`src/rtl/risc16_pkg.sv`:
```
// Shared widths and the arbiter state encoding for the risc16 memory path.
package risc16_pkg;

  localparam int DEF_DATA_W = 16;
  localparam int DEF_MEM_AW = 3;

  typedef enum logic {
    IDLE   = 1'b0,
    ACCESS = 1'b1
  } arb_state_t;

endpackage

```
`src/rtl/rr_pick2.sv`:
```
// Two-way round-robin pick: a lone request wins outright, a tie goes to
// the port that was not served last.
module rr_pick2 (
  input  logic [1:0] req,
  input  logic       last,
  output logic       valid,
  output logic       winner
);

  always_comb begin
    valid  = |req;
    winner = 1'b0;
    case (req)
      2'b10:   winner = 1'b1;
      2'b11:   winner = ~last;
      default: winner = 1'b0;
    endcase
  end

endmodule

```
`src/rtl/mem_port_arbiter.sv`:
```
// Two-port arbiter in front of a single combinational-read memory. Each
// access takes one ACCESS cycle followed by at least one IDLE cycle.
module mem_port_arbiter
  import risc16_pkg::*;
#(
  parameter int DATA_W = DEF_DATA_W,
  parameter int ADDR_W = 16,
  parameter int MEM_AW = DEF_MEM_AW
) (
  input  logic              clk,
  input  logic              rst,
  input  logic              req0,
  input  logic              we0,
  input  logic [ADDR_W-1:0] addr0,
  input  logic [DATA_W-1:0] wdata0,
  output logic              gnt0,
  output logic [DATA_W-1:0] rdata0,
  output logic              rvalid0,
  input  logic              req1,
  input  logic              we1,
  input  logic [ADDR_W-1:0] addr1,
  input  logic [DATA_W-1:0] wdata1,
  output logic              gnt1,
  output logic [DATA_W-1:0] rdata1,
  output logic              rvalid1,
  output logic [MEM_AW-1:0] mem_addr,
  output logic [DATA_W-1:0] mem_wdata,
  output logic              mem_we,
  input  logic [DATA_W-1:0] mem_rdata,
  output logic              busy
);

  arb_state_t state;
  logic       last;
  logic       pick_valid;
  logic       pick_winner;

  // Upper address bits alias onto the small memory and are intentionally dropped.
  logic unused_addr_bits;
  assign unused_addr_bits = ^{addr0[ADDR_W-1:MEM_AW], addr1[ADDR_W-1:MEM_AW]};

  rr_pick2 u_pick (
    .req    ({req1, req0}),
    .last   (last),
    .valid  (pick_valid),
    .winner (pick_winner)
  );

  assign busy = (state == ACCESS);

  // The memory-side outputs and grants are loaded on the accepting edge and
  // cleared on the way out, so they are only non-zero while in ACCESS.
  always_ff @(posedge clk) begin
    if (rst) begin
      state     <= IDLE;
      last      <= 1'b1;
      gnt0      <= 1'b0;
      gnt1      <= 1'b0;
      rvalid0   <= 1'b0;
      rvalid1   <= 1'b0;
      rdata0    <= '0;
      rdata1    <= '0;
      mem_we    <= 1'b0;
      mem_addr  <= '0;
      mem_wdata <= '0;
    end else begin
      rvalid0 <= 1'b0;
      rvalid1 <= 1'b0;
      case (state)
        IDLE: begin
          if (pick_valid) begin
            state     <= ACCESS;
            last      <= pick_winner;
            gnt0      <= ~pick_winner;
            gnt1      <= pick_winner;
            mem_we    <= pick_winner ? we1 : we0;
            mem_addr  <= pick_winner ? addr1[MEM_AW-1:0] : addr0[MEM_AW-1:0];
            mem_wdata <= pick_winner ? wdata1 : wdata0;
          end
        end
        ACCESS: begin
          state     <= IDLE;
          gnt0      <= 1'b0;
          gnt1      <= 1'b0;
          mem_we    <= 1'b0;
          mem_addr  <= '0;
          mem_wdata <= '0;
          // The grant flags still identify the winner during this cycle.
          if (!mem_we) begin
            if (gnt1) begin
              rdata1  <= mem_rdata;
              rvalid1 <= 1'b1;
            end else begin
              rdata0  <= mem_rdata;
              rvalid0 <= 1'b1;
            end
          end
        end
        default: state <= IDLE;
      endcase
    end
  end

endmodule

```
`config.mk`:
```
export PLATFORM = sky130hd
export DESIGN_NAME = mem_port_arbiter
export DESIGN_NICKNAME = d
export VERILOG_FILES = /design/src/rtl/risc16_pkg.sv /design/src/rtl/rr_pick2.sv /design/src/rtl/mem_port_arbiter.sv
export SDC_FILE = /design/constraint.sdc
export NUM_CORES = 1
export LEC_CHECK = 0
export ABC_AREA = 0
export CAP_MARGIN = 10
export CORE_UTILIZATION = 38
export CTS_CLUSTER_DIAMETER = 120
export DETAILED_ROUTE_END_ITERATION = 10
export GPL_TIMING_DRIVEN = 0
export PLACE_DENSITY = 0.95
export SKIP_LAST_GASP = 1
export SYNTH_ARGS = -nofsm -noshare
export SYNTH_HDL_FRONTEND = slang
export SYNTH_SLANG_ARGS = --single-unit
```
`constraint.sdc`:
```
create_clock -name clk -period 3.7 [get_ports clk]
set_input_delay 0.74 -clock clk [delete_from_list [all_inputs] [get_ports clk]]
set_output_delay 0.74 -clock clk [all_outputs]
set_load 0.005 [all_outputs]
```
# Word level (Yosys, flattened, before mapping)
# Index checks and enable logic that the tools add are counted.
totals:
  inputBits: 86
  elab_cells: 42
  register_bits: 58
op_classes:
  n_reduce_logical: 5
  eq_ne: 3
  n_bitwise: 5
  n_mux: 18
op_table:
  columns: ["cell", "count"]
  rows:
  - ["16-bit 2-to-1 mux", 2]
  - ["16-bit case mux with 2 select lines", 1]
  - ["1-bit case mux with 2 select lines", 5]
  - ["1-bit 2-to-1 mux", 7]
  - ["3-bit 2-to-1 mux", 2]
  - ["3-bit case mux with 2 select lines", 1]
  - ["3-bit AND reduction", 2]
  - ["1-bit inverter", 5]
  - ["2-bit == test (second input constant)", 2]
  - ["3-bit OR reduction", 1]
  - ["2-bit inequality test (second input constant)", 1]
  - ["2-bit AND reduction", 1]
  - ["2-bit OR reduction", 1]

# Logic depth before layout (Yosys ltp)
# Gate-level depths: netlist of the first run.
depth:
  word_depth: 5
  depth_mapped: 6

# Modules after synthesis
# Synthesis of the first run repeated with hierarchy kept, for this count alone.
unflattened:
  hier_cells: 236
  area_unflattened_um2: 2421.1
modules_own_cells:
  columns: ["module", "cells_per_inst", "instances", "area_each_um2"]
  rows:
  - ["mem_port_arbiter", 234, 1, 2407.3]
  - ["rr_pick2", 2, 1, 13.8]

# Worst setup path after synthesis of the first run
# No wires, ideal clock.
synth_path:
  path_kind: "input-to-reg"
  startpoint: "input port req0"
  endpoint: "register mem_addr[0]"
  path_buffers: 2
  path_stages: 5
  setup_slack_ns: 1.812
  t_required_ns: 3.578
  arrival_time_ns: 1.766
  path_cell_list: "clkbuf_1 a21bo_2 nor2_2 buf_4 a221o_1"
synth_via:
  elab_chain_cells: 5
  word_cells_on_any_way: 8
  cone_classes: "eq/ne (3); mux (4); reduce/logical (1)"
synth_rtl:
  columns: ["element", "line_no", "text"]
  rows:
  - ["start: declaration", "mem_port_arbiter.sv:12", "input logic req0,"]
  - ["2-bit == test", "rr_pick2.sv:13", "case (req)"]
  - ["1-bit case mux with 2 select lines", "rr_pick2.sv:13", null]
  - ["3-bit 2-to-1 mux", "mem_port_arbiter.sv:77", "mem_addr <= pick_winner ? addr1[MEM_AW-1:0] : addr0[MEM_AW-1:0];"]
  - ["3-bit 2-to-1 mux", "mem_port_arbiter.sv:71", "if (pick_valid) begin"]
  - ["3-bit case mux with 2 select lines", "mem_port_arbiter.sv:69", "case (state)"]
  - ["end signal: assignment", "mem_port_arbiter.sv:77", null]
  - ["end: declaration", "mem_port_arbiter.sv:26", "output logic [MEM_AW-1:0] mem_addr,"]
# Several ways; a longest one is shown, not always the timed one. The select of a mux whose other input is x is not followed.
# A chain may end at the register's enable or synchronous reset.

# Worst setup path after layout of the first run
layout_path:
  startpoint: "input port req1"
  endpoint: "register mem_wdata[12]"
layout_via:
  elab_chain_cells: 5
  word_cells_on_any_way: 8
  cone_classes: "eq/ne (3); mux (4); reduce/logical (1)"
layout_rtl:
  columns: ["element", "line_no", "text"]
  rows:
  - ["start: declaration", "mem_port_arbiter.sv:19", "input logic req1,"]
  - ["2-bit == test", "rr_pick2.sv:13", null]
  - ["1-bit case mux with 2 select lines", "rr_pick2.sv:13", null]
  - ["16-bit 2-to-1 mux", "mem_port_arbiter.sv:78", "mem_wdata <= pick_winner ? wdata1 : wdata0;"]
  - ["16-bit 2-to-1 mux", "mem_port_arbiter.sv:71", null]
  - ["16-bit case mux with 2 select lines", "mem_port_arbiter.sv:69", null]
  - ["end signal: assignment", "mem_port_arbiter.sv:78", null]
  - ["end: declaration", "mem_port_arbiter.sv:27", "output logic [DATA_W-1:0] mem_wdata,"]
# Several ways; a longest one is shown, not always the timed one. The select of a mux whose other input is x is not followed.

==> reports/results.tsv, run 1 <==
stage	metric	value	unit
setup_path	rrSetupSlack	2.07	ns
drt	wl_per_cell	13.4	um
cells_and_area	area_growth	68.1	%
timing	skew	0.0105	ns
place	gp_congestion	0.782	
cells_and_area	mostFrequentLayoutCells	clkdlybuf4s50_1, nand2_1, dfxtp_1, a21oi_1	
yosys	yosysWarnings	0	
power_and_ir_drop	ir_drop	0.225	mV
cells_and_area	diodes	0	
timing	timing.max_slew.rel_slack	67.0	%
cts	clockBufferDepth	2	
power_and_ir_drop	seqPwrFrac	43.0	%
floorplan	die_height	77.2	um
power_and_ir_drop	p_int	1.25	mW
power_and_ir_drop	powerDensity	438	mW/mm2
cells_and_area	drive_gt1_share	8.24	%
drt	drt_iter0_drc	53	
setup_path	cp-start-kind	input port	
yosys	synth_cells	234	
cts	postCtsSetupRepairBufs	0	
run	maxCapViolCount	0	
timing	tns	0	ns
cells_and_area	layout.cells.non_filler	436	
cts	cts-root-buf	clkbuf_8	
floorplan	die_w	77.2	um
timing	fin_crit_sh	59.4	%
cts	cts_hold_buf	0	
cts	numCtsBuffers	9	
yosys	postSynthAreaPerCell	9.18	um2
yosys	syn_area	0.00215	mm2
setup_path	worstPathMaxFanout	10	
timing	setup_violations	0	
place	hpwlAfterDp	4.37	mm
floorplan	die_area	0.00596	mm2
drt	drt-total-wl	5.82	mm
global_routing	track_usage	21.1	%
timing	final_hold_viol_count	0	
cts	clock-sinks	58	
setup_path	setup.worst_path.class	in2reg	
setup_path	arrival	2.47	ns
power_and_ir_drop	p_switching	0.335	mW
place	portBuffers	114	
cts	cts_tree	yes	
power_and_ir_drop	p_leak	1.34	nW
timing	grt_setup_unrepaired	no	
global_routing	grt_max_degree	11	
cells_and_area	final_common_cell	clkdlybuf4s50_1	
floorplan	rows	27	
global_routing	antenna_found_initial	0	
outcome	status	completed	
drt	via_per_inst	4.93	
power_and_ir_drop	pwr-share-clk	42.9	%
drt	detail-route-antenna-nets	0	
floorplan	num_io_pins	143	
power_and_ir_drop	p_comb_share	14.1	%
cts	htreeDepth	3	
global_routing	grt_pass1_vias	2175	
floorplan	core-area	0.00547	mm2
floorplan	initial_core_util	39.3	%
global_routing	grt_pass1_wl	9.89	mm
yosys	yosysSeqAreaShare	54.0	%
yosys	ys_ff_latch	58	
global_routing	grt_overflow	0	
timing	fin_crit	2.20	ns
yosys	ys_types	26	
setup_path	worst_setup_path_end_kind	flop	
cts	post_cts_resized	0	
timing	worst_pin_slew	0.491	ns
timing	fmax	455	MHz
drt	vias	2151	
power_and_ir_drop	swShare	21.2	%
cts	worstSkewPairLatency	0.33	ns
cts	clkTransAtPathRegs	0.07	ns
timing	report.final.slew_viol_count	0	
yosys	syn_nets	320	
setup_path	crit_required	3.97	ns
drt	dr.pass1.iters	4	
hold_path	worstHoldPathType	reg2reg	
place	dp.cells	420	
cells_and_area	fin_nets	445	
drt	post-route-drc-count	0	
registers in the layout, summed over array words and instances, names as in the netlist:
signal,cells
mem_wdata,16
rdata0,16
rdata1,16
mem_addr,3
busy,1
gnt0,1
gnt1,1
last,1
mem_we,1
rvalid0,1
rvalid1,1
cell type report:
cell class	count	area, um2
Sequential cell	58	1160
Fill cell	467	1860
Clock inverter	6	105
Tap cell	72	90.1
Clock buffer	10	128
Multi-Input combinational cell	159	892
Timing Repair Buffer	114	1140
Buffer	15	87.6
Inverter	2	7.51
metrics by stage:
| stage | hold slack [ns] | instance area [um2] | power [mW] | setup slack, ns | util, % |
|---|---|---|---|---|---|
| after floorplan | 0.447 | 2150 | 0.767 | 1.81 | - |
| after global placement | 0.442 | 3380 | 0.910 | 1.19 | 61.8 |
| after detailed placement | 0.448 | 3380 | 0.917 | 1.19 | 61.8 |
| after CTS | 0.456 | 3610 | 1.60 | 1.54 | 66.0 |
| after global routing | 0.477 | 3610 | 1.65 | 1.31 | 66.0 |
| final | 0.455 | 3610 | 1.58 | 1.50 | 66.0 |
power groups by stage:
stage | clock network (mW) | logic (mW) | registers (mW)
after floorplan | 0 | 0.0731 | 0.694
after global placement | 0 | 0.218 | 0.692
after detailed placement | 0 | 0.224 | 0.693
after CTS | 0.692 | 0.225 | 0.681
after global routing | 0.727 | 0.241 | 0.685
final | 0.679 | 0.223 | 0.680
cell families after synthesis:
group / share of synthesized area [%]
buffers and inverters: 4.43
and+or+nand+nor: 22.8
DFF: 54.0
AOI/OAI and AO/OA: 18.7
critical path, cell delays in order:
cell,delay (ns)
clkdlybuf4s50_1,0.54
nor4_4,0.55
clkbuf_1,0.33
and2_1,0.19
a221o_1,0.12
cells in the mapped netlist (all sizes together):
master | count | area [um2]
a21oi | 34 | 170
nor4 | 1 | 21.3
dfxtp | 58 | 1160
nor3 | 1 | 5.00
nor3b | 2 | 31.3
or2 | 1 | 6.26
o221a | 1 | 11.3
and3b | 1 | 8.76
o211ai | 1 | 7.51
o21ai | 1 | 5.00
buf | 8 | 61.3
a21bo | 1 | 10.0
nand3b | 1 | 7.51
clkbuf | 7 | 26.3
a221o | 19 | 190
or3b | 1 | 8.76
o21bai | 1 | 7.51
nand2b | 1 | 6.26
nand2 | 67 | 251
inv | 2 | 7.51
and2 | 19 | 119
nor2 | 6 | 25.0
path summary, 6_finish.rpt:
check / from / endpoint / cells after the start
max reg2reg: busy$_SDFF_PP0_ / mem_wdata[12]$_SDFFE_PP0P_ / 5
min reg2reg: rdata0[9]$_SDFFE_PP0P_ / rdata0[9]$_SDFFE_PP0P_ / 2
min: rdata0[9]$_SDFFE_PP0P_ / rdata0[9]$_SDFFE_PP0P_ / 2
max: req1 / mem_wdata[12]$_SDFFE_PP0P_ / 5
routing by layer:
layer	vias up	track usage (%)	part of all wire, %
li1	1048	-	-
met4	0	10.6	1.8
met3	10	6.07	8.7
met2	104	36.5	50
met1	989	23.5	40
met5	-	0	0
(Power assumes the default switching activity.)
==> inputs of run 2 (changes only) <==
--- a/config.mk
+++ b/config.mk
@@ -7,11 +7,11 @@
 export LEC_CHECK = 0
 export ABC_AREA = 0
 export CAP_MARGIN = 10
-export CORE_UTILIZATION = 38
+export CORE_UTILIZATION = 35
 export CTS_CLUSTER_DIAMETER = 120
 export DETAILED_ROUTE_END_ITERATION = 10
 export GPL_TIMING_DRIVEN = 0
-export PLACE_DENSITY = 0.95
+export PLACE_DENSITY = 0.89
 export SKIP_LAST_GASP = 1
 export SYNTH_ARGS = -nofsm -noshare
 export SYNTH_HDL_FRONTEND = slang
==> constraint.sdc (replaced) <==
create_clock -name clk -period 2.3 [get_ports clk]
set_input_delay 0.46 -clock clk [delete_from_list [all_inputs] [get_ports clk]]
set_output_delay 0.46 -clock clk [all_outputs]
set_load 0.005 [all_outputs]
==> reports/results.tsv, run 2 (synthesized netlist as in run 1, its figures left out) <==
stage	metric	value	unit
cells_and_area	reg.largest.list	mem_wdata (16), rdata0 (16), rdata1 (16)	
cts	worstSkewPairLatency	0.32	ns
cells_and_area	final_common_cell	clkdlybuf4s50_1	
timing	grt_setup_unrepaired	no	
power_and_ir_drop	seqPwrFrac	49.0	%
hold_path	hp-start	rst	
hold_path	hold_depth	2	
setup_path	rrSetupSlack	0.65	ns
setup_path	worstRegToRegCells	5	
cells_and_area	mostFrequentLayoutCells	clkdlybuf4s50_1, nand2_1, dfxtp_1, a21oi_1	
setup_path	slowest_stage	nor4_4	
run	maxCapViolCount	0	
cts	clkTransAtPathRegs	0.06	ns
hold_path	whs_endpoint	rdata1[7]$_SDFFE_PP0P_	
drt	via_per_inst	4.86	
drt	route.met2.wl	2.78	mm
power_and_ir_drop	p_int	1.71	mW
power_and_ir_drop	swShare	23.5	%
global_routing	antenna_found_initial	0	
drt	dr.pass1.iters	4	
place	dpl_cell_area	0.00338	mm2
cells_and_area	nFillCells	528	
setup_path	cp-startpoint	req1	
drt	post-route-drc-count	0	
timing	fmax	512	MHz
drt	vias	2133	
drt	wl_met3	437	um
global_routing	track_usage	19.0	%
cells_and_area	fin_nets	445	
cts	cts_tree	yes	
timing	worst_hold_slack	0.366	ns
place	gp_congestion	0.747	
drt	drt-total-wl	5.78	mm
power_and_ir_drop	powerDensity	630	mW/mm2
setup_path	worst_setup_path_end_kind	flop	
setup_path	worstPathMaxFanout	10	
power_and_ir_drop	p_comb_share	16.1	%
timing	skew	0.00583	ns
cells_and_area	multi_input_area	892	um2
drt	drt_iter0_drc	60	
setup_path	cpPeakStageDelay	0.57	ns
drt	wl_met1	2.45	mm
cts	cts_hold_buf	0	
setup_path	path_cells	clkdlybuf4s50_1, nor4_4, clkbuf_1, and2_1, a221o_1	
floorplan	core-area	0.00592	mm2
setup_path	setup.worst_path.class	in2reg	
cts	post_cts_resized	0	
cells_and_area	diodes	0	
cts	htreeDepth	3	
drt	detail-route-antenna-nets	0	
floorplan	rows	28	
cells_and_area	drive_gt1_share	7.69	%
drt	top_layer_used	met4	
timing	worst_pin_slew	0.510	ns
global_routing	grt_max_degree	11	
timing	setup_violations	0	
timing	timing.max_slew.rel_slack	65.8	%
setup_path	crit_required	2.56	ns
floorplan	die_w	80.3	um
power_and_ir_drop	ir_drop	0.364	mV
setup_path	arrival	2.21	ns
timing	fin_crit_sh	85.0	%
cts	numCtsBuffers	9	
power_and_ir_drop	pwr-share-clk	34.9	%
cts	clock-sinks	58	
place	dp.cells	423	
timing	fin_crit	1.95	ns
global_routing	grt_overflow	0	
cells_and_area	post-route-util	59.9	%
hold_path	worstHoldPathType	in2reg	
setup_path	r2r_end	mem_wdata[13]$_SDFFE_PP0P_	
cts	postCtsSetupRepairBufs	0	
cells_and_area	layout.cells.non_filler	439	
power_and_ir_drop	p_switching	0.525	mW
global_routing	grt_pass1_wl	9.35	mm
place	portBuffers	114	
power_and_ir_drop	p_leak	1.31	nW
cts	cts-root-buf	clkbuf_8	
cts	clockBufferDepth	2	
floorplan	die_height	80.3	um
setup_path	cp-start-kind	input port	
floorplan	die_area	0.00646	mm2
place	hpwlAfterDp	4.34	mm
drt	wl_per_cell	13.2	um
timing	final_hold_viol_count	0	
cells_and_area	area_growth	65.1	%
cells_and_area	stdcell_area	0.00355	mm2
cells_and_area	final-seq-area	0.00116	mm2
floorplan	initial_core_util	36.3	%
floorplan	num_io_pins	143	
global_routing	grt_pass1_vias	2103	
setup_path	r2r_start	busy$_SDFF_PP0_	
outcome	status	completed	
timing	report.final.slew_viol_count	0	
==> run 2: worst max-delay path by stage <==
stage | cells after the start | slack [ns] | end
6_report | 5 | 0.35 | mem_wdata[9]$_SDFFE_PP0P_
5_1_grt | 5 | 0.17 | mem_wdata[13]$_SDFFE_PP0P_
4_1_cts | 5 | 0.31 | mem_wdata[9]$_SDFFE_PP0P_
3_5_place_dp | 5 | -0.02 | mem_wdata[9]$_SDFFE_PP0P_
3_3_place_gp | 5 | 0.04 | mem_wdata[11]$_SDFFE_PP0P_
2_1_floorplan | 5 | 0.69 | mem_addr[0]$_SDFFE_PP0P_
==> run 2: power groups by stage <==
stage          clock, mW  combinational [mW]  sequential (mW)
3_5_place_dp           0               0.362             1.12
5_1_grt            0.844               0.391             1.10
6_report           0.780               0.359             1.09
4_1_cts            0.803               0.363             1.09
3_3_place_gp           0               0.354             1.11
2_1_floorplan          0               0.118             1.12
==> run 2: area by class of cell <==
cell class / instances / area share [%]
timing repair buffer: 114 / 32.2
sequential: 58 / 32.7
clock inverter: 3 / 0.423
inverter: 2 / 0.212
multi-input combinational: 159 / 25.1
clock buffer: 13 / 4.20
buffer: 15 / 2.47
tap: 75 / 2.65
==> run 2: through the flow <==
step / setup TNS, ns / setup WS [ns] / total power [mW]
floorplan: 0 / 0.692 / 1.23
global placement: 0 / 0.0357 / 1.47
detailed placement: -0.0231 / -0.0171 / 1.48
CTS: 0 / 0.315 / 2.26
global route: 0 / 0.168 / 2.34
finish: 0 / 0.346 / 2.23
==> run 2: critical path: cells and delay by family <==
kind | cells | cell delay (ns)
buf+inv | 2 | 0.89
simple gates | 2 | 0.77
compound gates | 1 | 0.10
==> run 2: metal layers <==
metal,vias up,global-route usage [%]
met5,-,0
met3,11,6.25
met4,0,8.39
met1,981,21.5
li1,1050,-
met2,91,32.1
